--- src/rtl/seg7_pkg.sv ---
// Shared 7-segment definitions: active-low [6:0]=g..a patterns and the digit value type.
package seg7_pkg;

  typedef logic [3:0] digit_t;

  localparam logic [6:0] SEG7_PAT_0     = 7'h40;
  localparam logic [6:0] SEG7_PAT_1     = 7'h79;
  localparam logic [6:0] SEG7_PAT_2     = 7'h24;
  localparam logic [6:0] SEG7_PAT_3     = 7'h30;
  localparam logic [6:0] SEG7_PAT_4     = 7'h19;
  localparam logic [6:0] SEG7_PAT_5     = 7'h12;
  localparam logic [6:0] SEG7_PAT_6     = 7'h02;
  localparam logic [6:0] SEG7_PAT_7     = 7'h78;
  localparam logic [6:0] SEG7_PAT_8     = 7'h00;
  localparam logic [6:0] SEG7_PAT_9     = 7'h10;
  localparam logic [6:0] SEG7_PAT_A     = 7'h08;
  localparam logic [6:0] SEG7_PAT_B     = 7'h03;
  localparam logic [6:0] SEG7_PAT_C     = 7'h46;
  localparam logic [6:0] SEG7_PAT_D     = 7'h21;
  localparam logic [6:0] SEG7_PAT_E     = 7'h06;
  localparam logic [6:0] SEG7_PAT_F     = 7'h0E;
  localparam logic [6:0] SEG7_PAT_BLANK = 7'h7F;

endpackage

--- src/rtl/seg7_pattern_decode.sv ---
// Combinational active-low 7-segment pattern to digit value decoder.
// SEG_DECODE_HEX_EN: when defined, patterns A..F decode to 10..15 instead of being unknown.
module seg7_pattern_decode
  import seg7_pkg::*;
(
  input  logic [6:0] pattern,
  output logic [3:0] value,
  output logic       blank,
  output logic       unknown
);

  always_comb begin
    value   = 4'd0;
    blank   = 1'b0;
    unknown = 1'b0;
    case (pattern)
      SEG7_PAT_0:     value = 4'd0;
      SEG7_PAT_1:     value = 4'd1;
      SEG7_PAT_2:     value = 4'd2;
      SEG7_PAT_3:     value = 4'd3;
      SEG7_PAT_4:     value = 4'd4;
      SEG7_PAT_5:     value = 4'd5;
      SEG7_PAT_6:     value = 4'd6;
      SEG7_PAT_7:     value = 4'd7;
      SEG7_PAT_8:     value = 4'd8;
      SEG7_PAT_9:     value = 4'd9;
`ifdef SEG_DECODE_HEX_EN
      SEG7_PAT_A:     value = 4'hA;
      SEG7_PAT_B:     value = 4'hB;
      SEG7_PAT_C:     value = 4'hC;
      SEG7_PAT_D:     value = 4'hD;
      SEG7_PAT_E:     value = 4'hE;
      SEG7_PAT_F:     value = 4'hF;
`endif
      SEG7_PAT_BLANK: blank = 1'b1;
      default:        unknown = 1'b1;
    endcase
  end

endmodule

--- src/rtl/seven_segment_scan_decoder.sv ---
// Monitors a multiplexed active-low 7-segment bus, captures each settled scan slot into a per-digit register file.
// Hex digit support follows SEG_DECODE_HEX_EN through seg7_pattern_decode.
module seven_segment_scan_decoder
  import seg7_pkg::*;
#(
  parameter int NUM_DIGITS     = 8,
  parameter int SETTLE_CYCLES  = 16,
  parameter int TIMEOUT_CYCLES = 1048576
) (
  input  logic                    clk,
  input  logic                    rst_n,
  input  logic [7:0]              seg_in,
  input  logic [NUM_DIGITS-1:0]   dig_en_n,
  input  logic                    err_clr,
  output logic [4*NUM_DIGITS-1:0] digit_bcd,
  output logic [NUM_DIGITS-1:0]   digit_blank,
  output logic                    frame_strobe,
  output logic                    frame_valid,
  output logic                    decode_err
);

  localparam int CW = $clog2(SETTLE_CYCLES);
  localparam int TW = (TIMEOUT_CYCLES > 1) ? $clog2(TIMEOUT_CYCLES) : 1;
  localparam int IW = (NUM_DIGITS > 1) ? $clog2(NUM_DIGITS) : 1;

  logic [7:0]            seg_s1, seg_s2, seg_prev;
  logic [NUM_DIGITS-1:0] dig_s1, dig_s2, dig_prev;
  logic [CW-1:0]         stable_cnt;
  logic [TW-1:0]         to_cnt;
  logic [NUM_DIGITS-1:0] seen, seen_set;
  logic [IW-1:0]         idx;
  logic                  same, one_hot, capture;
  digit_t                dec_value;
  logic                  dec_blank, dec_unknown;

  always_ff @(posedge clk or negedge rst_n) begin
    if (!rst_n) begin
      seg_s1   <= '1;
      seg_s2   <= '1;
      seg_prev <= '1;
      dig_s1   <= '1;
      dig_s2   <= '1;
      dig_prev <= '1;
    end else begin
      seg_s1   <= seg_in;
      seg_s2   <= seg_s1;
      seg_prev <= seg_s2;
      dig_s1   <= dig_en_n;
      dig_s2   <= dig_s1;
      dig_prev <= dig_s2;
    end
  end

  assign same    = (seg_s2 == seg_prev) && (dig_s2 == dig_prev);
  assign one_hot = $onehot(~dig_s2);
  // Counter saturates, so the SETTLE-2 -> SETTLE-1 step happens once per stable period.
  assign capture = same && one_hot && (stable_cnt == CW'(SETTLE_CYCLES - 2));

  always_ff @(posedge clk or negedge rst_n) begin
    if (!rst_n) begin
      stable_cnt <= '0;
    end else if (!same) begin
      stable_cnt <= '0;
    end else if (stable_cnt != CW'(SETTLE_CYCLES - 1)) begin
      stable_cnt <= stable_cnt + CW'(1);
    end
  end

  always_comb begin
    idx = '0;
    for (int i = 0; i < NUM_DIGITS; i++) begin
      if (!dig_s2[i]) idx = IW'(i);
    end
  end

  always_comb begin
    seen_set      = seen;
    seen_set[idx] = 1'b1;
  end

  seg7_pattern_decode u_decode (
    .pattern (seg_s2[6:0]),
    .value   (dec_value),
    .blank   (dec_blank),
    .unknown (dec_unknown)
  );

  always_ff @(posedge clk or negedge rst_n) begin
    if (!rst_n) begin
      digit_bcd    <= '0;
      digit_blank  <= '1;
      frame_strobe <= 1'b0;
      frame_valid  <= 1'b0;
      decode_err   <= 1'b0;
      seen         <= '0;
      to_cnt       <= '0;
    end else begin
      frame_strobe <= 1'b0;
      // A new error in the same cycle overrides the clear below.
      if (err_clr) decode_err <= 1'b0;
      if (capture) begin
        to_cnt <= '0;
        if (dec_unknown) begin
          decode_err <= 1'b1;
        end else if (dec_blank) begin
          digit_blank[idx] <= 1'b1;
        end else begin
          digit_bcd[{idx, 2'b00} +: 4] <= dec_value;
          digit_blank[idx]             <= 1'b0;
        end
        if (&seen_set) begin
          frame_strobe <= 1'b1;
          frame_valid  <= 1'b1;
          seen         <= '0;
        end else begin
          seen <= seen_set;
        end
      end else if (to_cnt == TW'(TIMEOUT_CYCLES - 1)) begin
        frame_valid <= 1'b0;
        seen        <= '0;
      end else begin
        to_cnt <= to_cnt + TW'(1);
      end
    end
  end

endmodule

--- config.mk ---
export PLATFORM = sky130hd
export DESIGN_NAME = seven_segment_scan_decoder
export DESIGN_NICKNAME = d
export VERILOG_FILES = /design/src/rtl/seg7_pkg.sv /design/src/rtl/seg7_pattern_decode.sv /design/src/rtl/seven_segment_scan_decoder.sv
export SDC_FILE = /design/constraint.sdc
export NUM_CORES = 1
export LEC_CHECK = 0
export CORE_ASPECT_RATIO = 1.25
export CORE_MARGIN = 4
export CORE_UTILIZATION = 56
export DETAILED_ROUTE_END_ITERATION = 10
export GPL_TIMING_DRIVEN = 1
export HOLD_SLACK_MARGIN = 0.02
export PLACE_DENSITY = 0.8
export SKIP_LAST_GASP = 1
export SLEW_MARGIN = 10
export SYNTH_ARGS = -nofsm -noshare
export SYNTH_HDL_FRONTEND = slang
export SYNTH_SLANG_ARGS = --single-unit
--- constraint.sdc ---
create_clock -name clk -period 4.9 [get_ports clk]
set_clock_uncertainty 0.15 [all_clocks]
set_input_delay 1.225 -clock clk [delete_from_list [all_inputs] [get_ports clk]]
set_output_delay 1.225 -clock clk [all_outputs]
set_load 0.02 [all_outputs]
==> flow_summary.json, run 1 <==
{
  "routedWlPerCell_um": 18.11,
  "fin_setup_tns_ns": 0,
  "synth_cell_types": 51,
  "h-tree-depth": 4,
  "overflow": 0,
  "worstSetupEndpointType": "flop",
  "viasPerCell": 5.700,
  "synth_common_cells": "dfrtp_1, dfstp_2, nor2_1",
  "grt_usage_pct": 22.33,
  "relSlewSlack_pct": 34.65,
  "maxCapViolations": 0,
  "cts_buffers": 17,
  "clk_pin_slew_ns": 0.05,
  "antenna_found_initial": 0,
  "synth.most_common_cell": "dfrtp_1",
  "synth_area_per_cell_um2": 12.38,
  "synth_seq_area_share_pct": 58.74,
  "drtAntennaViolNets": 0,
  "die_h_um": 117.4,
  "ir_drop_mv": 0.3247,
  "syn_nets": 464,
  "ys_seq_elements": 123,
  "p_leak_nw": 2.819,
  "hold_ws_ns": 0.2019,
  "clk_path_buf_depth": 2,
  "p_per_area_nw_per_um2": 352.1,
  "timing.final.hold_violations": 0,
  "outcome": "finished clean",
  "yosysTopAreaCell": "dfrtp_1",
  "die_area_um2": 11210,
  "start_kind": "flop",
  "drtIter0Drc": 193,
  "grt_first_pass_wirelength_um": 19240,
  "antennaDiodeCount": 0,
  "io_pins": 62,
  "synthCells": 433,
  "ctsHoldBuffers": 0,
  "syn_to_final_growth_pct": 25.66,
  "clockRootBuffer": "clkbuf_16",
  "drive_gt1_share_pct": 27.12,
  "synthTopCellsByArea": "dfrtp_1, dfstp_2, mux2_2, xor2_1, xnor2_1",
  "grt_start_max_net_pins": 56,
  "first_pass_iters": 5,
  "nNetsFinal": 538,
  "worstPathRequired_ns": 5.04,
  "rsz0062_at_grt": "no",
  "path_class": "reg2reg",
  "grt_pass1_vias": 3849,
  "die_w_um": 95.50,
  "cts_tree": "built",
  "crit_fanout": 6,
  "dp_hpwl_um": 7839,
  "insertion_delay_ns": 0.41,
  "postRouteWirelength_um": 11640,
  "gp_congestion": 0.8427,
  "ys_warn_count": 0,
  "post-route-period-util_pct": 96.18,
  "worstPathArrival_ns": 4.85,
  "coreArea_um2": 9223,
  "setup_viol": 0,
  "clock_sinks": 123,
  "slew_violations": 0,
  "hold_path.class": "reg2reg",
  "worst_slew_pin_slew_ns": 0.9713,
  "synthArstFlopShare_pct": 100.0,
  "drc_errors": 0,
  "synthDominantCellAreaShare_pct": 31.29,
  "portBuffers": 61,
  "synthesis.area_um2": 5359,
  "start_util_pct": 58.11,
  "vias": 3665,
  "synth_enable_flop_cells": 0,
  "fin_crit_ns": 4.713,
  "yosys_most_used_dff": "dfrtp_1",
  "rows": 39,
  "max_freq_ghz": 0.2122
}
## worst paths after layout
kind	end	cells after the start	startpoint	slack [ns]
hold reg to reg	seg_s2[4]	0	seg_s1[4]	0.20
min in group asynchronous	stable_cnt[1]	1	rst_n	0.71
max in group asynchronous	seg_s2[1]	2	rst_n	2.93
hold / removal	seg_s2[4]	0	seg_s1[4]	0.20
setup reg to reg	digit_bcd[6]	14	dig_s2[0]	0.19
setup / recovery	digit_bcd[6]	14	dig_s2[0]	0.19
## area by class of cell
cell class / instances / area (um^2)
sequential: 123 / 3148
multi-input combinational: 279 / 2122
clock inverter: 11 / 92.59
inverter: 16 / 60.06
fill: 572 / 2489
clock buffer: 21 / 481.7
tap: 123 / 153.9
timing repair buffer: 70 / 675.6
## power by group
group / internal, mW / switching, mW / leakage, nW / total, mW
combinational: 0.0468 / 0.0647 / 1.03 / 0.112
clock: 0.749 / 0.435 / 0.284 / 1.18
sequential: 1.05 / 0.0216 / 1.51 / 1.08
total: 1.85 / 0.521 / 2.82 / 2.37
## logic make-up (layout without fill, tap and decap cells)
logic type | after synthesis | after routing | synth area share, %
compound gates | 52 | 52 | 6.724
mux | 34 | 34 | 7.401
xor+xnor | 37 | 37 | 6.047
buf+inv | 31 | 118 | 2.311
fa+ha+maj | 12 | 12 | 3.362
flops | 123 | 123 | 58.74
simple gates | 144 | 144 | 15.41
## through the flow
stage | total power [mW] | util (%) | cell area, um^2 | instances | worst slack, ns
global placement | 1.190 | 66.25 | 6110 | 609 | 0.2586
CTS | 2.378 | 72.57 | 6693 | 641 | 0.02432
global route | 2.457 | 73.02 | 6734 | 643 | 0.04158
floorplan | 1.143 | - | 5359 | 433 | 0.4134
finish | 2.371 | 73.02 | 6734 | 643 | 0.1874
detailed placement | 1.198 | 66.25 | 6110 | 609 | 0.04204
## layer usage
metal | track usage, % | vias up | routed length, um
met4 | 8.808 | 0 | 213
li1 | - | 1687 | -
met1 | 27.08 | 1820 | 4696
met3 | 5.698 | 26 | 567
met5 | 0 | - | 0
met2 | 37.54 | 132 | 6165
## registers in the layout (all words and copies together) (netlist names), 8 cells and up, named ones only
signal,count
digit_bcd,32
seg_s2,8
to_cnt,20
seen,8
dig_s2,8
seg_prev,8
dig_prev,8
dig_s1,8
seg_s1,8
## worst max-delay path, cell delays in order, from the launching register on
cell      delay [ns]
dfstp_2         0.57
fa_1            0.39
inv_1           0.08
fa_1            0.42
fa_1            0.51
ha_1            0.18
inv_1           0.06
fa_1            0.38
a211oi_1        0.18
mux2_2          0.18
nand4_1         0.21
a211o_1         0.33
buf_4           0.20
nor4b_4         0.37
mux2_2          0.40
## cell usage in the layout, fill, tap and decap left out, drive strengths merged, types with 6 or more instances in the layout
cell type	count
and3	7
buf	10
clkbuf	21
clkdlybuf4s50	60
clkinv	8
dfrtp	67
dfstp	56
ha	8
inv	16
mux2	33
nand2	21
nand2b	6
nand3	15
nand4	8
nor2	32
nor3	14
nor3b	6
nor4	12
o21ai	16
o2bb2ai	8
o31ai	9
xnor2	16
xor2	21
## timing repair
item                                    in CTS  in global routing
endpoints found under the setup margin       2                 27
hold endpoints to repair                     0                  0
pin swaps                                    0                  2
gates resized for setup                      1                  4
setup buffers                                0                  2
(Power assumes the default switching activity.)
==> run 2, diff against run 1 <==
CORE_UTILIZATION = 55   (was 56)
PLACE_DENSITY = 0.79   (was 0.8)
==> run 2 against run 1 <==
Compared with the run above:
- utilization is 1.6 points lower
- largest power group unchanged
- clock power is 9% higher
- sequential cell count stayed put
- combinational power hardly changed
- setup slack worse by 0.0066 ns
- final cell count is 0.93% higher
- die area is 1.7% higher
- global-route usage is 1.9 points lower
- critical path depth is 1 lower
- sequential power hardly changed
- design area is 1.4% higher
==> flow_summary.json, run 2 (synthesis gave the netlist of run 1 again) <==
{
  "clk_pin_slew_ns": 0.06,
  "postRouteWirelength_um": 10840,
  "relSlewSlack_pct": 47.68,
  "top_regs": "digit_bcd (32), to_cnt (20)",
  "p_int_mw": 1.922,
  "worst_slew_pin_slew_ns": 0.7782,
  "fin_crit_ns": 4.719,
  "post-place-ws_ns": 0.1108,
  "largest_register": "digit_bcd",
  "regToRegStartpoint": "dig_s2[3]",
  "p_sw_mw": 0.5574,
  "clock_sinks": 123,
  "cts_buffers": 17,
  "vias": 3577,
  "largest_reg_flops": 32,
  "drc_errors": 0,
  "multi_input_area_um2": 2127,
  "totalPowerFinal_mw": 2.480,
  "antenna_found_initial": 0,
  "timing.final.hold_violations": 0,
  "routedWlPerCell_um": 16.70,
  "final_cell_mix": "dfrtp_1, clkdlybuf4s50_1, dfstp_2, nor2_1, mux2_2",
  "maxCapViolations": 0,
  "start_kind": "flop",
  "clk_path_buf_depth": 2,
  "rows": 40,
  "worst_slack_ns": 0.1807,
  "overflow": 0,
  "grt_usage_pct": 20.39,
  "worstSetupEndpointType": "flop",
  "ff_latch_area_um2": 3148,
  "setup_viol": 0,
  "drtAntennaViolNets": 0,
  "nNetsFinal": 541,
  "crit_fanout": 8,
  "min_from": "seg_s1[0]",
  "p_per_area_nw_per_um2": 363.2,
  "placedCellCount": 612,
  "die_h_um": 118.4,
  "start_util_pct": 56.06,
  "insertion_delay_ns": 0.41,
  "worstPathArrival_ns": 4.87,
  "viasPerCell": 5.512,
  "fin_cells": 649,
  "io_pins": 62,
  "drtIter0Drc": 212,
  "rrSetupSlack_ns": 0.18,
  "gp_congestion": 0.8684,
  "post-route-period-util_pct": 96.31,
  "hold_path_depth": 0,
  "whs_endpoint": "seg_s2[0]",
  "rr_worst_depth": 13,
  "reg2reg_to": "digit_bcd[12]",
  "cts_tree": "built",
  "die_area_um2": 11400,
  "grt_first_pass_wirelength_um": 17840,
  "antennaDiodeCount": 0,
  "fin_area_um2": 6827,
  "path_class": "reg2reg",
  "dp_hpwl_um": 7341,
  "p_leak_nw": 2.863,
  "placed_cell_area_um2": 6126,
  "die_w_um": 96.29,
  "first_pass_iters": 7,
  "slew_violations": 0,
  "fin_util_pct": 71.41,
  "h-tree-depth": 4,
  "ir_drop_mv": 0.3305,
  "worstPathRequired_ns": 5.05,
  "mostFrequentLayoutCell": "dfrtp_1",
  "seqPwrFrac_pct": 43.4,
  "outcome": "finished clean",
  "portBuffers": 61,
  "p_sw_share_pct": 22.48,
  "hold_path.class": "reg2reg",
  "clockRootBuffer": "clkbuf_16",
  "max_freq_ghz": 0.2119,
  "coreArea_um2": 9559,
  "grt_pass1_vias": 3697,
  "combPwrFrac_pct": 4.6,
  "pwr-share-clk_pct": 52.0,
  "grt_start_max_net_pins": 124,
  "syn_to_final_growth_pct": 27.39,
  "drive_gt1_share_pct": 27.92,
  "final.fill_count": 642
}
[run 2: cell count changes in the layout (fill, tap and decap cells not counted), sizes merged]
cell,delta
inv,+8
clkinv,-6
buf,+3
clkbuf,-2
bufinv,+1
clkinvlp,-1
[run 2: worst max path at each step]
stage | depth (start not counted) | slack, ns | endpoint | from
global route | 13 | -0.01 | digit_bcd[12] | dig_s2[3]
detailed placement | 13 | 0.11 | digit_bcd[3] | dig_s2[3]
CTS | 13 | 0.11 | digit_bcd[12] | dig_s2[3]
global placement | 13 | 0.25 | digit_bcd[14] | dig_s2[3]
finish | 13 | 0.18 | digit_bcd[12] | dig_s2[3]
floorplan | 13 | 0.41 | digit_bcd[10] | dig_s2[1]
[run 2: repair_timing]
action                                  in CTS  in global routing
endpoints found under the setup margin       0                 27
hold buffers                                 0                  0
gates resized for setup                      0                  6
buffers inserted                             0                  5
[run 2: layout make-up]
type / count / share of cell area, %
sequential: 123 / 46.11
multi-input combinational: 279 / 31.16
timing repair buffer: 73 / 10.41
clock buffer: 19 / 6.965
tap: 126 / 2.309
clock inverter: 13 / 2.163
inverter: 16 / 0.8798
[run 2: power by group through the flow]
stage               clock, mW  sequential [mW]  combinational (mW)
floorplan                   0             1.08              0.0643
global placement            0             1.09               0.101
detailed placement          0             1.09               0.106
CTS                      1.31             1.08               0.107
global route             1.36             1.08               0.129
finish                   1.29             1.08               0.114
[run 2: critical path, cell delays in order, from the launching register on]
cell and delay [ns]:
dfstp_2 0.60, fa_1 0.43, inv_1 0.08, fa_1 0.42, fa_1 0.49, ha_1 0.18, inv_1 0.07, fa_1 0.40
a211oi_2 0.15, mux2_2 0.18, nand4_1 0.15, a211o_4 0.44, or4b_4 0.56, mux2_4 0.32
[run 2: layer usage]
layer  track usage [%]  part of all wire (%)  vias to the layer above
met5                 0                     0                        -
met4             8.630                   2.5                        0
met3             5.920                   4.6                       25
met2             34.13                    53                       86
met1             23.95                    40                     1764
li1                  -                     -                     1702
[run 2: metrics by stage]
stage | hold slack [ns] | TNS [ns]
2_1_floorplan | 0.1952 | 0
3_3_place_gp | 0.1955 | 0
3_5_place_dp | 0.1968 | 0
4_1_cts | 0.2049 | 0
5_1_grt | 0.2081 | -0.02793
6_report | 0.2030 | 0
==> run 3, diff against run 2 <==
CTS_CLUSTER_DIAMETER = 100   (was default)
==> results of run 3 <==
No change in the layout: final DEF, timing and power equal those of run 2.
